**config.mk**
```make
export PLATFORM = sky130hd
export DESIGN_NAME = i281_phase_sequencer
export DESIGN_NICKNAME = d
export VERILOG_FILES = /design/src/rtl/i281_seq_pkg.sv /design/src/rtl/i281_phase_sequencer.sv
export SDC_FILE = /design/constraint.sdc
export NUM_CORES = 1
export LEC_CHECK = 0
export CAP_MARGIN = 10
export CORE_MARGIN = 1
export CORE_UTILIZATION = 38
export CTS_BUF_LIST = sky130_fd_sc_hd__clkbuf_4 sky130_fd_sc_hd__clkbuf_8
export CTS_CLUSTER_DIAMETER = 80
export DETAILED_ROUTE_END_ITERATION = 6
export GPL_TIMING_DRIVEN = 0
export HOLD_SLACK_MARGIN = 0.08
export PLACE_DENSITY = 0.82
export SYNTH_ARGS = -nofsm -noshare
export SYNTH_HDL_FRONTEND = slang
export SYNTH_SLANG_ARGS = --single-unit
```
**constraint.sdc**
```tcl
create_clock -name clk_i -period 3.19 [get_ports clk_i]
set_input_delay 0.319 -clock clk_i [delete_from_list [all_inputs] [get_ports clk_i]]
set_output_delay 0.319 -clock clk_i [all_outputs]
set_load 0.01 [all_outputs]
```
**src/rtl/i281_seq_pkg.sv**
```systemverilog
// Shared encodings and opcode class masks for the i281 multicycle phase sequencer.
package i281_seq_pkg;

   localparam int unsigned OP_W    = 23;
   localparam int unsigned CTRL_W  = 18;
   localparam int unsigned PHASE_W = 3;

   typedef enum logic [PHASE_W-1:0] {
      ST_IDLE   = 3'd0,
      ST_FETCH  = 3'd1,
      ST_DECODE = 3'd2,
      ST_EXEC   = 3'd3,
      ST_MEM    = 3'd4,
      ST_WB     = 3'd5
   } state_e;

   // Load/store family needs a data-memory phase; most ops write back a register.
   localparam logic [OP_W-1:0] OP_MEM_MASK = 23'h00F000;
   localparam logic [OP_W-1:0] OP_WB_MASK  = 23'h033FFE;
   localparam int unsigned     OP_NOOP_BIT = 0;

   function automatic logic is_one_hot(input logic [OP_W-1:0] v);
      return (v != '0) && ((v & (v - OP_W'(1))) == '0);
   endfunction

endpackage

```
**src/rtl/i281_phase_sequencer.sv**
```systemverilog
// Multicycle phase controller: steps each instruction through FETCH/DECODE/EXEC/MEM/WB,
// gates the control word per phase and counts retired instructions.
module i281_phase_sequencer
   import i281_seq_pkg::*;
#(
   parameter logic [CTRL_W-1:0] EXEC_MASK = 18'h3FFFF,
   parameter logic [CTRL_W-1:0] MEM_MASK  = 18'h3FFFF,
   parameter logic [CTRL_W-1:0] WB_MASK   = 18'h3FFFF,
   parameter int unsigned       CNT_W     = 16
) (
   input  logic               clk_i,
   input  logic               reset_i,
   input  logic               run_mode_i,
   input  logic               step_req_i,
   input  logic [OP_W-1:0]    op_in_i,
   input  logic [1:CTRL_W]    ctrl_in_i,
   input  logic               mem_ready_i,
   output logic [1:CTRL_W]    ctrl_out_o,
   output logic               ir_load_o,
   output logic               pc_load_o,
   output logic [PHASE_W-1:0] phase_o,
   output logic               busy_o,
   output logic               instr_done_o,
   output logic               illegal_op_o,
   output logic [CNT_W-1:0]   instr_count_o
);

   state_e             state_q, state_d;
   logic               illegal_q, illegal_d;
   logic [CNT_W-1:0]   count_q, count_d;

   logic op_mem;
   logic op_wb;
   logic op_legal;
   logic final_phase;

   assign op_mem   = |(op_in_i & OP_MEM_MASK);
   assign op_wb    = |(op_in_i & OP_WB_MASK);
   assign op_legal = is_one_hot(op_in_i);

   // Last phase of the current instruction: retire in this cycle.
   always_comb begin
      final_phase = 1'b0;
      unique case (state_q)
         ST_EXEC: final_phase = !op_mem && !op_wb;
         ST_MEM:  final_phase = mem_ready_i && !op_wb;
         ST_WB:   final_phase = 1'b1;
         default: final_phase = 1'b0;
      endcase
   end

   // State, sticky illegal flag and retired counter.
   always_ff @(posedge clk_i) begin
      if (reset_i) begin
         state_q   <= ST_IDLE;
         illegal_q <= 1'b0;
         count_q   <= '0;
      end else begin
         state_q   <= state_d;
         illegal_q <= illegal_d;
         count_q   <= count_d;
      end
   end

   // Next-state logic.
   always_comb begin
      state_d   = state_q;
      illegal_d = illegal_q;
      count_d   = count_q;
      unique case (state_q)
         ST_IDLE: begin
            if (!illegal_q && (run_mode_i || step_req_i)) begin
               state_d = ST_FETCH;
            end
         end
         ST_FETCH: state_d = ST_DECODE;
         ST_DECODE: begin
            if (op_legal) begin
               state_d = ST_EXEC;
            end else begin
               state_d   = ST_IDLE;
               illegal_d = 1'b1;
            end
         end
         ST_EXEC: begin
            if (op_mem) begin
               state_d = ST_MEM;
            end else if (op_wb) begin
               state_d = ST_WB;
            end
         end
         ST_MEM: begin
            if (mem_ready_i && op_wb) begin
               state_d = ST_WB;
            end
         end
         ST_WB:   state_d = ST_WB;
         default: state_d = ST_IDLE;
      endcase
      // Retirement overrides the per-phase successor.
      if (final_phase) begin
         state_d = run_mode_i ? ST_FETCH : ST_IDLE;
         count_d = count_q + CNT_W'(1);
      end
   end

   // Phase-decoded outputs.
   always_comb begin
      ctrl_out_o   = '0;
      ir_load_o    = 1'b0;
      pc_load_o    = final_phase;
      instr_done_o = final_phase;
      phase_o      = state_q;
      busy_o       = (state_q != ST_IDLE);
      illegal_op_o = illegal_q;
      instr_count_o = count_q;
      unique case (state_q)
         ST_FETCH: ir_load_o  = 1'b1;
         ST_EXEC:  ctrl_out_o = ctrl_in_i & EXEC_MASK;
         ST_MEM:   ctrl_out_o = ctrl_in_i & MEM_MASK;
         ST_WB:    ctrl_out_o = ctrl_in_i & WB_MASK;
         default:  ctrl_out_o = '0;
      endcase
   end

endmodule

```
# Yosys cells after proc, flatten, opt, wreduce, memory -nomap -nowiden
# Cells that the tools add are included.
# classes
n_addsub,2
n_eq_ne,8
n_mux,11
n_bitwise,2
reduce_logical,18
# op_table
operator,count
$and 23x23->23,1
$logic_not 23->1,1
$reduce_bool 23->1,1
$sub 23x1->23 const B,1
$mux 18,1
$pmux 3 s6,1
$add 16x1->16 const B,1
$mux 3,5
$reduce_or 15->1,1
$eq 3x2->1 const B,2
$eq 3x3->1 const B,2
$ne 3x3->1 const B,2
$logic_and 1x1->1,5
$ne 4x4->1 const B,1
$reduce_or 4->1,1
$eq 3x1->1 const B,1
$logic_not 1->1,3
$logic_not 3->1,1
$pmux 1 s3,1
$reduce_and 3->1,1
$reduce_bool 3->1,1
$reduce_or 3->1,1
$mux 1,2
$mux 2,1
other kinds (3),3
# totals
regBits,20
elab_cells,44

# Depth between registers and ports, before layout
# depth
word_depth,7
ltp_mapped,9
depth_no_buf,7

# Worst setup path after synthesis
# OpenSTA, ideal clock, no wires.
# synth_timing
path_kind,input-to-reg
start,input port op_in_i[2]
end,"register state_q[1], in the netlist phase_o[1]"
setup_ps,79
arrival_time_ps,2344
setup_slack_ps,767
path_stages,8
n_path_buf,1
path_cell_list,or4_4 > or4_4 > buf_6 > a2111oi_2 > o211ai_1 > nor3_2 > nand4_1 > a211oi_2
# synth_between
elab_chain_len,7
word_cells_on_any_way,18
cone_classes,1 x add/sub; 3 x eq/ne; 4 x mux; 1 x bitwise; 9 x reduce/logical
# synth_rtl
element,line,source
from (decl),i281_phase_sequencer.sv:15,"input logic [OP_W-1:0] op_in_i,"
$sub 23x1->23,i281_seq_pkg.sv:23,return (v != '0) && ((v & (v - OP_W'(1))) == '0);
$and 23x23->23,i281_seq_pkg.sv:23,
$logic_not 23->1,i281_seq_pkg.sv:23,
$logic_and 1x1->1,i281_seq_pkg.sv:23,
$mux 2,i281_phase_sequencer.sv:78,if (op_legal) begin
$pmux 3 s6,i281_phase_sequencer.sv:70,unique case (state_q)
$mux 3,i281_phase_sequencer.sv:101,if (final_phase) begin
to (signal assigned),i281_phase_sequencer.sv:59,state_q <= state_d;
to (decl),i281_phase_sequencer.sv:28,"state_e state_q, state_d;"
# Parallel ways exist; a longest one is shown, timed or not.
# A chain may end at the register's enable or synchronous reset.

# Worst setup path in the final report
# layout_timing
start,input port op_in_i[13]
end,output port pc_load_o
# layout_between
elab_chain_len,4
word_cells_on_any_way,7
cone_classes,1 x mux; 6 x reduce/logical
# layout_rtl
element,line,source
$reduce_or 15->1 or $reduce_or 4->1 (tied branches),"i281_phase_sequencer.sv:38, i281_phase_sequencer.sv:37",
"$logic_not 1->1, on equally long branches","i281_phase_sequencer.sv:45, i281_phase_sequencer.sv:46",
"$logic_and 1x1->1, on equally long branches","i281_phase_sequencer.sv:46, i281_phase_sequencer.sv:45",
$pmux 1 s3 *,i281_phase_sequencer.sv:44,unique case (state_q)
to (decl),i281_phase_sequencer.sv:20,"output logic pc_load_o,"
# Every way passes the cells marked *; elsewhere a longest branch is shown, timed or not.

==> results.py <==
metrics = {
    "routing": {
        "number_of_vias_in_the_routed_layout": 1671,
        "first_pass_iters": 4,
        "route.antenna.remaining_nets": 0,
        "detailedRoute.firstIterationViolations": 91,
        "drc_markers": 0,
        "sum_of_routed_wire_length_over_all_layers_mm": 3.90,
        "detail_route.wl_per_cell_um": 12.1,
        "via_per_inst": 5.21,
    },
    "grt": {
        "grt_pass1_wl_mm": 6.62,
        "grt_pass1_vias": 1580,
        "grt-ovfl-total": 0,
        "grt_start_max_net_pins": 12,
        "grt.total_usage_pct": 20.1,
        "initial_antenna_violation_count": 0,
    },
    "synthesis": {
        "synth-simple-area-share_pct": 40.5,
        "average_size_of_a_mapped_cell_um2": 7.80,
        "post_synthesis_compound_gate_area_fraction_pct": 14.1,
        "yosysWarningCount": 0,
        "netlist_area_um2": 1440,
        "largest_family_of_logic_cells_by_synthesized_area": "simple AND/OR/NAND/NOR gates",
        "post_synthesis_mux_area_share_pct": 1.39,
        "synth-xor-area-share_pct": 9.15,
        "synth_seq_area_share_pct": 27.9,
        "synth_cell_types": 48,
        "synth_adder_area_share_pct": 1.57,
        "postSynthCellCount": 184,
        "syn_nets": 231,
        "synth-seq-cells": 20,
    },
    "place": {
        "place_hpwl_mm": 3.07,
        "globalplace.congestion": 0.820,
        "placed_cell_area_um2": 2350,
        "portBuffers": 86,
    },
    "clock_network": {
        "cts_buffer_depth": 2,
        "clock_pin_slew_on_the_worst_setup_and_hold_paths_ns": 0.07,
        "cts_root_buf": "sky130_fd_sc_hd__clkbuf_8",
        "worstSkewPairLatency_ns": 0.26,
        "cts_buffers": 3,
        "clock_sink_count": 20,
        "cts_htree_levels": 1,
        "cts_tree": "yes",
    },
    "setup_path": {
        "data_arrival_time_of_the_critical_path_ns": 2.76,
        "cpMaxStageDelayCell": "sky130_fd_sc_hd__or4_1",
        "worst_path_maximum_fanout": 11,
        "r2r_cells": 9,
        "worstPathCellList": "clkdlybuf4s50_1, or4_1, nor3_4, a31oi_1, o21ai_2, buf_6, buf_4, clkdlybuf4s50_1",
        "critPathMostFrequentCell": "sky130_fd_sc_hd__clkdlybuf4s50_1",
        "critical_path_required_ns": 2.87,
        "crit_path_max_incr_delay_ns": 0.60,
        "worst-setup-path-type": "in -> out",
        "crit_end_element": "output port",
        "element_type_at_the_critical_path_start": "input port",
    },
    "floorplan": {
        "num_rows": 21,
        "design.portCount": 88,
        "die-area_um2": 4030,
        "die_width_um": 63.5,
        "fp.dieH_um": 63.5,
        "initial_utilization_pct": 41.4,
        "core_area_um2": 3470,
    },
    "min_path": {
        "hold_path.class": "reg -> reg",
        "hold_path_depth": 1,
    },
    "sta": {
        "skew_ns": 0.00440,
        "final_min_period_over_clock_period_pct": 96.4,
        "count_of_final_max_slew_check_failures": 0,
        "max-slew-margin-rel_pct": 63.5,
        "fmax_mhz": 325,
        "period_minus_slack_ns": 3.08,
        "final-setup-viol-count": 0,
        "finalHoldViolCount": 0,
        "unrepaired_setup_endpoints_after_global_routing": "false",
        "worst_slew_pin_slew_ns": 0.542,
    },
    "layout": {
        "layout.cells.most_common": "sky130_fd_sc_hd__clkdlybuf4s50_1",
        "fraction_of_layout_instances_using_a_drive_strength_above_1_pct": 9.09,
        "final_area_um2": 2450,
        "design.final.nets": 323,
        "postLayoutCoreUtil_pct": 70.6,
        "final_cell_mix": "86 x sky130_fd_sc_hd__clkdlybuf4s50_1, 30 x sky130_fd_sc_hd__nor2_1, 20 x sky130_fd_sc_hd__dfxtp_1",
        "diodes_inserted": 0,
        "filler_cell_count": 290,
        "flow.area_growth_from_synthesis_pct": 70.6,
    },
    "pwr": {
        "ir_drop_v": 0.000179,
        "power.density_nw_per_um2": 279,
        "static-leakage-power_nw": 0.882,
    },
    "job": {
        "max-cap-violations": 0,
    },
    "run_status": {
        "run_status": "finished, final reports clean",
    },
}
[report_power, final]
group,internal [mW],switching (mW)
Sequential,0.257,0.00676
Clock,0.110,0.0819
Combinational,0.136,0.0920
Total,0.503,0.181
[cell usage after synthesis (all sizes together)]
library cell   n  area share [%]
a31oi          4             1.7
o21ba          1            0.70
nand2          9             2.4
and2          18             7.8
xnor2          3             1.8
xor2          12             7.3
o211ai         1            0.52
nor2b          2            0.87
nand2b         3             1.3
o2bb2ai        1            0.61
inv            2            0.52
a211oi         2             1.4
and3           5             2.2
nor4bb         1            0.70
clkbuf         3            0.78
a2111oi        3             2.3
o31a           1            0.70
o31ai          1            0.52
o21ai          8             3.1
nand4b         1            0.61
maj3           1            0.70
or3            4             1.8
dfxtp         20              28
buf            7             4.1
and2b          1            0.52
nor4           3             1.3
nand3          3             1.0
nor2          30             7.8
nand4         11             4.8
o22ai          3             1.3
or2            2            0.87
nor3           5             2.1
o41ai          1            0.61
and3b          1            0.61
or4            5             3.1
mux2i          2             1.4
a21oi          2            0.70
ha             1            0.87
nor3b          1            0.52
[critical path: cells and delay by family]
kind / cells / cell delay (ns)
simple gates: 2 / 0.78
buf+inv: 4 / 1.29
compound gates: 2 / 0.36
[timing repair]
item,in CTS,in global routing
endpoints found under the setup margin,2,2
pin swaps,1,0
resized for setup,2,6
endpoints found under the hold margin,0,0
hold buffers,0,0
setup buffers,1,0
[path summary, 6_finish.rpt]
path | startpoint | endpoint | slack (ns)
worst max-delay path | op_in_i[13] | pc_load_o | 0.11
worst min-delay path | illegal_op_o | illegal_op_o | 0.50
worst max register to register | phase_o[0] | phase_o[0] | 1.40
worst min register to register | illegal_op_o | illegal_op_o | 0.50
[layer usage]
layer | vias up | GRT usage (%) | share of wire [%] | routed length, um
met3 | 4 | 3.44 | 5.5 | 215
met2 | 69 | 37.0 | 49 | 1910
met5 | - | 0 | 0 | 0
li1 | 848 | - | - | -
met4 | 0 | 5.68 | 0.90 | 35
met1 | 750 | 23.4 | 45 | 1740
[registers in the layout (all words and copies together) (netlist names)]
| register | cells |
|---|---|
| illegal_op_o | 1 |
| instr_count_o | 16 |
| phase_o | 3 |
[cells by family after synthesis]
family,after synthesis
XOR/XNOR,15
flip-flops,20
buffers and inverters,12
multiplexers,2
adder cells (fa/ha/maj),2
AND/OR/NAND/NOR,105
AO/OA/AOI/OAI,28
[final cells by class]
type / count / area (um^2) / area share, %
plain buffers: 10 / 76.3 / 3.12
clock buffers: 4 / 55.1 / 2.25
inverters: 2 / 7.51 / 0.307
multi-input cells: 152 / 983 / 40.2
flip-flops and latches: 20 / 400 / 16.4
well taps: 46 / 57.6 / 2.35
repair buffers: 87 / 868 / 35.5
[metrics by stage]
step                      std cells  setup TNS, ns  worst slack (ns)  power, mW  hold slack [ns]
after floorplan                 184              0             0.767      0.361            0.477
after global placement          316         -0.552            -0.320      0.492            0.479
after detailed placement        316         -0.622            -0.355      0.494            0.490
after CTS                       321              0           0.00339      0.686            0.508
after global routing            321              0            0.0313      0.723            0.541
final                           321              0             0.114      0.683            0.503
(Power assumes the default switching activity.)
